### config.mk
export PLATFORM = sky130hd
export DESIGN_NAME = reg_writeback
export DESIGN_NICKNAME = d
export VERILOG_FILES = /design/src/rtl/reg_writeback.sv
export SDC_FILE = /design/constraint.sdc
export NUM_CORES = 1
export LEC_CHECK = 0
export ABC_AREA = 1
export BUFFER_PORTS_ARGS = -buffer_cell sky130_fd_sc_hd__buf_4
export CAP_MARGIN = 15
export CORE_ASPECT_RATIO = 1.1
export CORE_MARGIN = 1.5
export CORE_UTILIZATION = 43
export CTS_CLUSTER_SIZE = 28
export DETAILED_ROUTE_END_ITERATION = 12
export PLACE_DENSITY = 0.76
export SYNTH_ARGS = -nofsm -noshare
export SYNTH_HDL_FRONTEND = slang
export SYNTH_SLANG_ARGS = --single-unit
### constraint.sdc
create_clock -name clk -period 2.65 [get_ports clk]
set_input_delay 0.1325 -clock clk [delete_from_list [all_inputs] [get_ports clk]]
set_output_delay 0.1325 -clock clk [all_outputs]
set_load 0.03 [all_outputs]
### src/rtl/reg_writeback.sv
// reg_writeback: register-file write initiator for an RV32I core.
// Merges single-cycle ALU results with variable-latency load responses.
// Loads are queued in a small FIFO, and a load scoreboard tells the
// issue stage which registers still wait on a load.
// Optional feature macro: REG_WRITEBACK_BYPASS_EN. When it is defined, a
// load that arrives while the FIFO is empty and the ALU slot is idle is
// written straight through without passing through the FIFO.
//
// Handshake: a load response transfers on a rising clk edge where
// ld_valid && ld_ready. ld_ready depends only on rst and the occupancy
// at the start of the cycle, never on ld_valid. The ALU path has no
// backpressure and its results are always consumed.
module reg_writeback #(
   parameter int XLEN     = 32,
   parameter int LQ_DEPTH = 4
) (
   input  logic                      clk,
   input  logic                      rst,
   input  logic                      alu_valid,
   input  logic [4:0]                alu_rd,
   input  logic [XLEN-1:0]           alu_data,
   input  logic                      ld_valid,
   output logic                      ld_ready,
   input  logic [4:0]                ld_rd,
   input  logic [XLEN-1:0]           ld_data,
   input  logic                      issue_valid,
   input  logic [4:0]                issue_rd,
   input  logic [4:0]                rs1_addr,
   input  logic [4:0]                rs2_addr,
   output logic                      rs1_busy,
   output logic                      rs2_busy,
   output logic [$clog2(LQ_DEPTH):0] lq_count,
   output logic [4:0]                rd_addr,
   output logic [XLEN-1:0]           rd_data,
   output logic                      reg_write
);

   localparam int PW = $clog2(LQ_DEPTH);
   localparam int CW = PW + 1;
   localparam logic [CW-1:0] DEPTH_C = CW'(LQ_DEPTH);

   typedef struct packed {
      logic [4:0]      rd;
      logic [XLEN-1:0] data;
   } lq_entry_t;

   lq_entry_t       mem_q [LQ_DEPTH];
   logic [PW-1:0]   wr_ptr_q, rd_ptr_q;
   logic [CW-1:0]   count_q, count_d;
   logic [31:0]     busy_q, busy_d;
   logic [4:0]      rd_addr_q, rd_addr_d;
   logic [XLEN-1:0] rd_data_q, rd_data_d;
   logic            reg_write_q, reg_write_d;

   logic            accept, bypass, push, pop, lq_empty;
   logic            clr_en;
   logic [4:0]      clr_rd;
   lq_entry_t       head;

   // Handshake, FIFO push/pop decisions and the bypass qualifier.
   always_comb begin
      ld_ready = !rst && (count_q < DEPTH_C);
      accept   = ld_valid && ld_ready;
      lq_empty = (count_q == '0);
`ifdef REG_WRITEBACK_BYPASS_EN
      bypass   = accept && !alu_valid && lq_empty;
`else
      bypass   = 1'b0;
`endif
      push     = accept && !bypass;
      pop      = !alu_valid && !lq_empty;
      head     = mem_q[rd_ptr_q];
      count_d  = count_q + CW'(push) - CW'(pop);
   end

   // Writeback arbitration: ALU first, then FIFO head, then bypassed load.
   always_comb begin
      rd_addr_d   = rd_addr_q;
      rd_data_d   = rd_data_q;
      reg_write_d = 1'b0;
      clr_en      = 1'b0;
      clr_rd      = 5'd0;
      if (alu_valid) begin
         rd_addr_d   = alu_rd;
         rd_data_d   = alu_data;
         reg_write_d = (alu_rd != 5'd0);
      end else if (pop) begin
         rd_addr_d   = head.rd;
         rd_data_d   = head.data;
         reg_write_d = (head.rd != 5'd0);
         clr_en      = 1'b1;
         clr_rd      = head.rd;
      end else if (bypass) begin
         rd_addr_d   = ld_rd;
         rd_data_d   = ld_data;
         reg_write_d = (ld_rd != 5'd0);
         clr_en      = 1'b1;
         clr_rd      = ld_rd;
      end
   end

   // Scoreboard next state: clear on emitted load, then set on issue so set wins.
   always_comb begin
      busy_d = busy_q;
      if (clr_en) begin
         busy_d[clr_rd] = 1'b0;
      end
      if (issue_valid && (issue_rd != 5'd0)) begin
         busy_d[issue_rd] = 1'b1;
      end
      busy_d[0] = 1'b0;
   end

   // Control state: pointers, occupancy, scoreboard and output registers.
   always_ff @(posedge clk) begin
      if (rst) begin
         wr_ptr_q    <= '0;
         rd_ptr_q    <= '0;
         count_q     <= '0;
         busy_q      <= '0;
         rd_addr_q   <= 5'd0;
         rd_data_q   <= '0;
         reg_write_q <= 1'b0;
      end else begin
         if (push) begin
            wr_ptr_q <= wr_ptr_q + PW'(1);
         end
         if (pop) begin
            rd_ptr_q <= rd_ptr_q + PW'(1);
         end
         count_q     <= count_d;
         busy_q      <= busy_d;
         rd_addr_q   <= rd_addr_d;
         rd_data_q   <= rd_data_d;
         reg_write_q <= reg_write_d;
      end
   end

   // FIFO storage; contents are only meaningful below count_q, so no reset.
   always_ff @(posedge clk) begin
      if (push) begin
         mem_q[wr_ptr_q] <= '{rd: ld_rd, data: ld_data};
      end
   end

   assign rs1_busy  = busy_q[rs1_addr];
   assign rs2_busy  = busy_q[rs2_addr];
   assign lq_count  = count_q;
   assign rd_addr   = rd_addr_q;
   assign rd_data   = rd_data_q;
   assign reg_write = reg_write_q;

endmodule

==> results of run 1 <==
synthesized netlist by cell type (all sizes together) (8+ instances only):
master / instances
a21oi: 42
a31oi: 35
buf: 25
clkbuf: 26
dfxtp: 78
edfxtp: 148
inv: 57
nand2: 264
nand3: 53
nor2: 101
o211ai: 8
o21ai: 113
o22ai: 32
path summary, 6_finish.rpt:
| kind | to | from | cells after the start |
|---|---|---|---|
| setup reg to reg | lq_count[2] | lq_count[2] | 11 |
| hold / removal | busy_q[20] | issue_rd[3] | 4 |
| setup / recovery | lq_count[2] | lq_count[2] | 11 |
| hold reg to reg | register | rd_ptr_q[1] | 2 |
kinds of logic after synthesis:
kind of cell    count (synthesis)
compound gates                237
xor+xnor                        1
fa+ha+maj                       7
buf+inv                       108
flops                         226
simple gates                  423
area by class of cell:
cell class | count | area share (%)
Sequential cell | 226 | 47.81
Multi-Input combinational cell | 668 | 26.49
Timing Repair Buffer | 225 | 15.04
Clock buffer | 28 | 4.889
Tap cell | 295 | 2.938
Inverter | 57 | 1.703
Clock inverter | 14 | 1.135
state kept, by name, summed over array words and instances (netlist names), named ones only:
register / flops
busy_q: 31
rd_data: 32
reg_write: 1
lq_count: 3
rd_addr: 5
rd_ptr_q: 2
mem_q: 148
wr_ptr_q: 2
worst reg2reg max path, stage by stage, from the launching register on:
cell and delay [ps]:
dfxtp_1 350, nor2_1 140, nand2_2 90, nand2_4 170, inv_2 120, ha_1 290
inv_1 40, ha_1 180, fa_1 360, inv_1 80, o21ai_0 90, a21oi_1 160
layer usage:
metal | track usage (%) | up-vias | wire (um)
met3 | 3.097 | 56 | 1748
met2 | 36.19 | 332 | 12170
met4 | 7.254 | 0 | 617
met5 | 0 | - | 0
li1 | - | 3862 | -
met1 | 25.53 | 3749 | 9778
per-stage QoR:
stage | power [uW] | hold WS [ps] | instance area (um^2) | util (%)
global route | 10690 | 43.74 | 12560 | 56.65
detailed placement | 6960 | 334.8 | 11060 | 49.85
floorplan | 6124 | 231.4 | 9753 | -
finish | 10220 | 17.78 | 12560 | 56.65
CTS | 10220 | 4.330 | 12560 | 56.65
global placement | 6895 | 333.5 | 11060 | 49.85
report_power, final:
group	leakage, uW	internal (uW)	switching (uW)
clock network	0.000361	1860	1330
registers	0.00198	4080	159
logic	0.00248	912	1870
total	0.00482	6860	3360
what timing repair did:
action | in CTS | in global routing
hold buffers | 75 | 0
resized for setup | 0 | 0
hold endpoints to repair | 187 | 0
==> qor.yml, run 1 <==
status: "finished clean"
dr.pass1.iters: 5
dpl.hpwl_um: 14760
gp_congestion: 0.8578
ys.flop_type: "edfxtp_1"
skew_ps: 20.08
regToRegSetupSlack_ps: 530
cp.arrival_ps: 2570
grt_pass1_wl_um: 38900
p_leak_uw: 0.004819
wl_per_cell_um: 16.07
path_cells: "nor2_1 > nand2_2 > nand2_4 > inv_2 > ha_1 > inv_1 > ha_1 > fa_1 > inv_1 > o21ai_0 > a21oi_1"
multi_input_area_mm2: 0.003328
n_antenna_cell: 0
critPathKind: "reg -> reg"
dp_cells: 1396
synthesis.nets: 1103
cts_tree: "yes"
synth_simple_gate_area_share_pct: 18.96
synth_compound_area_share_pct: 13.79
required_ps: 3100
synth_area_leaders: "edfxtp_1, dfxtp_1, nand2_1, o21ai_0, nor2_1"
drive_gt1_share_pct: 19.70
critPathBufInv: 3
synth_top_family_by_area: "simple AND/OR/NAND/NOR gates"
slowest_delay_ps: 360
die_height_um: 161.0
cts-root-buf: "clkbuf_16"
post_cts_buffers: 0
period_share_pct: 79.93
yosys-mux-area-fraction_pct: 0
dieArea_mm2: 0.02360
crit_fanout: 8
seq_area_frac_synth_pct: 61.58
grt.overflow.total: 0
instances_no_fill: 1513
dpl_worst_slack_ps: 539.0
area_delta_synth_final_pct: 28.83
layout_setup_ws_ps: 531.7
die_width_um: 146.6
portBuffers: 137
cts_buffers: 23
fmaxAchievable_mhz: 472.1
worstSetupStartpointType: "register"
finalCriticalPeriod_ps: 2118
synth_async_sr_flop_share_pct: 0
rsz0062_at_grt: "no"
antenna_found_initial: 0
synth_largest_area_cell: "edfxtp_1"
ir_drop_v: 0.0006018
clkSinkCount: 226
vias: 7999
clock_latency_ps: 520
htreeDepth: 1
drv_slew: 0
pin_count: 138
synth_edf_count: 148
fillers: 1796
wl_um: 24310
vias_per_cell: 5.287
slew_headroom_pct: 33.44
grt_max_degree: 77
cp_slowest_cell: "fa_1"
synth_cell_types: 34
synthXorXnorAreaFrac_pct: 0.08980
syn_area_mm2: 0.009753
max-clock-path-buffers: 3
final_cell_mix: "nand2_1, buf_4, edfxtp_1"
finalHoldViolCount: 0
ff_latch_area_mm2: 0.006007
path_clk_slew_ps: 60
yosysWarnings: 0
setup_viol: 0
ys_ff_latch: 226
drv_cap: 0
grt_pass1_vias: 7862
tightest_slew_ps: 997.0
endpoint_kind: "register"
final_common_cell: "nand2_1"
row_count: 57
synth.avg_cell_area_um2: 9.734
ant_nets: 0
fin_nets: 1302
synth_top_area_share_pct: 45.57
cpLargestDelayFamily: "adder cells"
drt_iter0_drc: 699
fin_setup_tns_ps: 0
coreArea_mm2: 0.02218
power_density_mw_per_mm2: 813.2
hold_class: "in -> reg"
initial_core_util_pct: 43.97
drc: 0
syn_inst: 1002
grt_usage_pct: 20.51
synthAdderAreaFrac_pct: 0.9750
(Power assumes the default switching activity.)
==> run 2: changes to the inputs <==
Settings changed: ABC_AREA 1 to 0, PLACE_DENSITY 0.76 to 0.74.
Clock period 2.65 ns to 2.2 ns, I/O delays scaled along.
==> qor.yml, run 2 <==
grt.overflow.total: 0
area_delta_synth_final_pct: 32.87
grt_pass1_vias: 6677
synth_largest_area_cell: "edfxtp_1"
final_common_cell: "buf_4"
period_share_pct: 93.77
fin_setup_tns_ps: 0
top_register: "mem_q"
cts_buffers: 23
drv_cap: 0
syn_inst: 680
synth_top_area_share_pct: 47.70
syn_area_mm2: 0.009318
clock_latency_ps: 500
final_cell_mix: "buf_4, edfxtp_1, dlygate4sd3_1"
ir_drop_v: 0.0006277
ys.flop_type: "edfxtp_1"
finalCriticalPeriod_ps: 2063
yosys-top-cells-count: "edfxtp_1, dfxtp_1, nand2_1"
required_ps: 2090
seq_area_frac_synth_pct: 64.46
slowest_delay_ps: 470
drv_slew: 0
grt_max_degree: 78
hold_class: "in -> reg"
dr.pass1.iters: 4
vias: 6566
setup_viol: 0
reg2reg_from: "lq_count[0]"
endpoint_kind: "output pin"
synthesis.nets: 781
drt_iter0_drc: 432
tightest_slew_ps: 838.0
ant_nets: 0
synth_cell_types: 37
path_cells: "mux4_2 > and4b_1 > a41oi_1 > nand4_1 > buf_4"
gp_congestion: 0.8209
max-clock-path-buffers: 3
coreArea_mm2: 0.02130
cp_slowest_cell: "mux4_2"
power_density_mw_per_mm2: 992.4
die_height_um: 157.4
grt_pass1_wl_um: 34990
yosysWarnings: 0
layout_setup_ws_ps: 137.2
ys_ff_latch: 226
critPathKind: "reg -> out"
cts-root-buf: "clkbuf_16"
die_width_um: 143.4
p_leak_uw: 0.004566
portBuffers: 137
clkSinkCount: 226
drc: 0
rsz0062_at_grt: "no"
skew_ps: 5.970
synth_area_leaders: "edfxtp_1, dfxtp_1, mux4_2, a21oi_1, a221oi_1"
dpl_worst_slack_ps: 50.76
drive_gt1_share_pct: 28.70
dpl.hpwl_um: 14150
synth_edf_count: 148
dieArea_mm2: 0.02256
cts_tree: "yes"
crit_start: "busy_q[21]"
row_count: 56
vias_per_cell: 5.453
status: "finished clean"
pin_count: 138
finalHoldViolCount: 0
synth.avg_cell_area_um2: 13.70
crit_fanout: 3
antenna_found_initial: 0
initial_core_util_pct: 43.74
worstSetupStartpointType: "register"
wl_per_cell_um: 18.71
synth_async_sr_flop_share_pct: 0
slew_headroom_pct: 44.13
post-synth-top-count-cell: "edfxtp_1"
wl_um: 22530
grt_usage_pct: 20.00
cp.arrival_ps: 1950
path_clk_slew_ps: 60
htreeDepth: 1
largest_reg_flops: 148
fin_nets: 997
fmaxAchievable_mhz: 484.8
min-delay-start: "issue_rd[3]"
run 2: changes by cell type after synthesis, sizes merged, moves of 12 or more:
cell	previous run	this run
a21oi	42	73
a221oi	0	37
a31oi	35	0
buf	25	13
mux4	0	47
nand2	264	74
nand3	53	2
nor2	101	18
o21ai	113	6
o22ai	32	0
o31ai	0	30
run 2: final cells by class:
class,instances,area (um^2)
clock inverters,12,167.7
multi-input cells,358,2994
repair buffers,241,2049
fillers,1692,8920
well taps,290,362.8
clock buffers,30,611.8
flip-flops and latches,226,6020
diodes,1,2.502
inverters,46,172.7
run 2: routing by layer:
| metal | up-vias | track usage [%] | part of all wire [%] |
|---|---|---|---|
| met5 | - | 0 | 0 |
| met4 | 0 | 8.892 | 3.6 |
| met3 | 62 | 3.194 | 5.1 |
| met2 | 218 | 34.39 | 51 |
| met1 | 3257 | 24.93 | 40 |
| li1 | 3029 | - | - |
run 2: critical path: cells and delay by family (launching register included):
| family | cells | cell delay, ps |
|---|---|---|
| compound gates | 1 | 160 |
| mux | 1 | 470 |
| buf+inv | 1 | 180 |
| simple gates | 2 | 310 |
| flops | 1 | 340 |
run 2: what timing repair did:
item,CTS,global route
pin swaps,0,1
setup buffers,0,1
setup endpoints to repair,1,12
hold buffers,81,0
hold endpoints to repair,202,0
resized for setup,1,6
gates cloned,0,0
run 2: final timing paths:
kind	to	cells past startpoint	slack, ps
max	rs2_busy	5	140
min	busy_q[17]	4	30
min reg2reg	busy_q[8]	2	490
max reg2reg	lq_count[2]	9	140
run 2: kinds of logic after synthesis:
family | count (synthesis) | share of synthesized area [%]
AOI/OAI and AO/OA | 152 | 10.68
DFF | 226 | 64.46
muxes | 57 | 12.43
adders and majority gates | 7 | 1.021
buffers and inverters | 96 | 4.028
xor gates and xnor gates | 5 | 0.4700
and+or+nand+nor | 137 | 6.916
run 2: power breakdown:
group	switching (uW)	leakage (uW)	internal [uW]
combinational	1890	0.00220	1350
sequential	182	0.00198	4850
clock	1570	0.000376	2440
run 2: through the flow:
stage	utilization (%)	hold WS, ps	std cells	total power, uW	instance area (um^2)
6_report	58.12	33.24	1204	12290	12380
5_1_grt	58.11	40.79	1203	12760	12380
4_1_cts	57.96	5.665	1202	12300	12350
3_5_place_dp	50.48	312.3	1079	8191	10750
3_3_place_gp	50.48	312.0	1079	8145	10750
2_1_floorplan	-	208.9	680	7116	9363
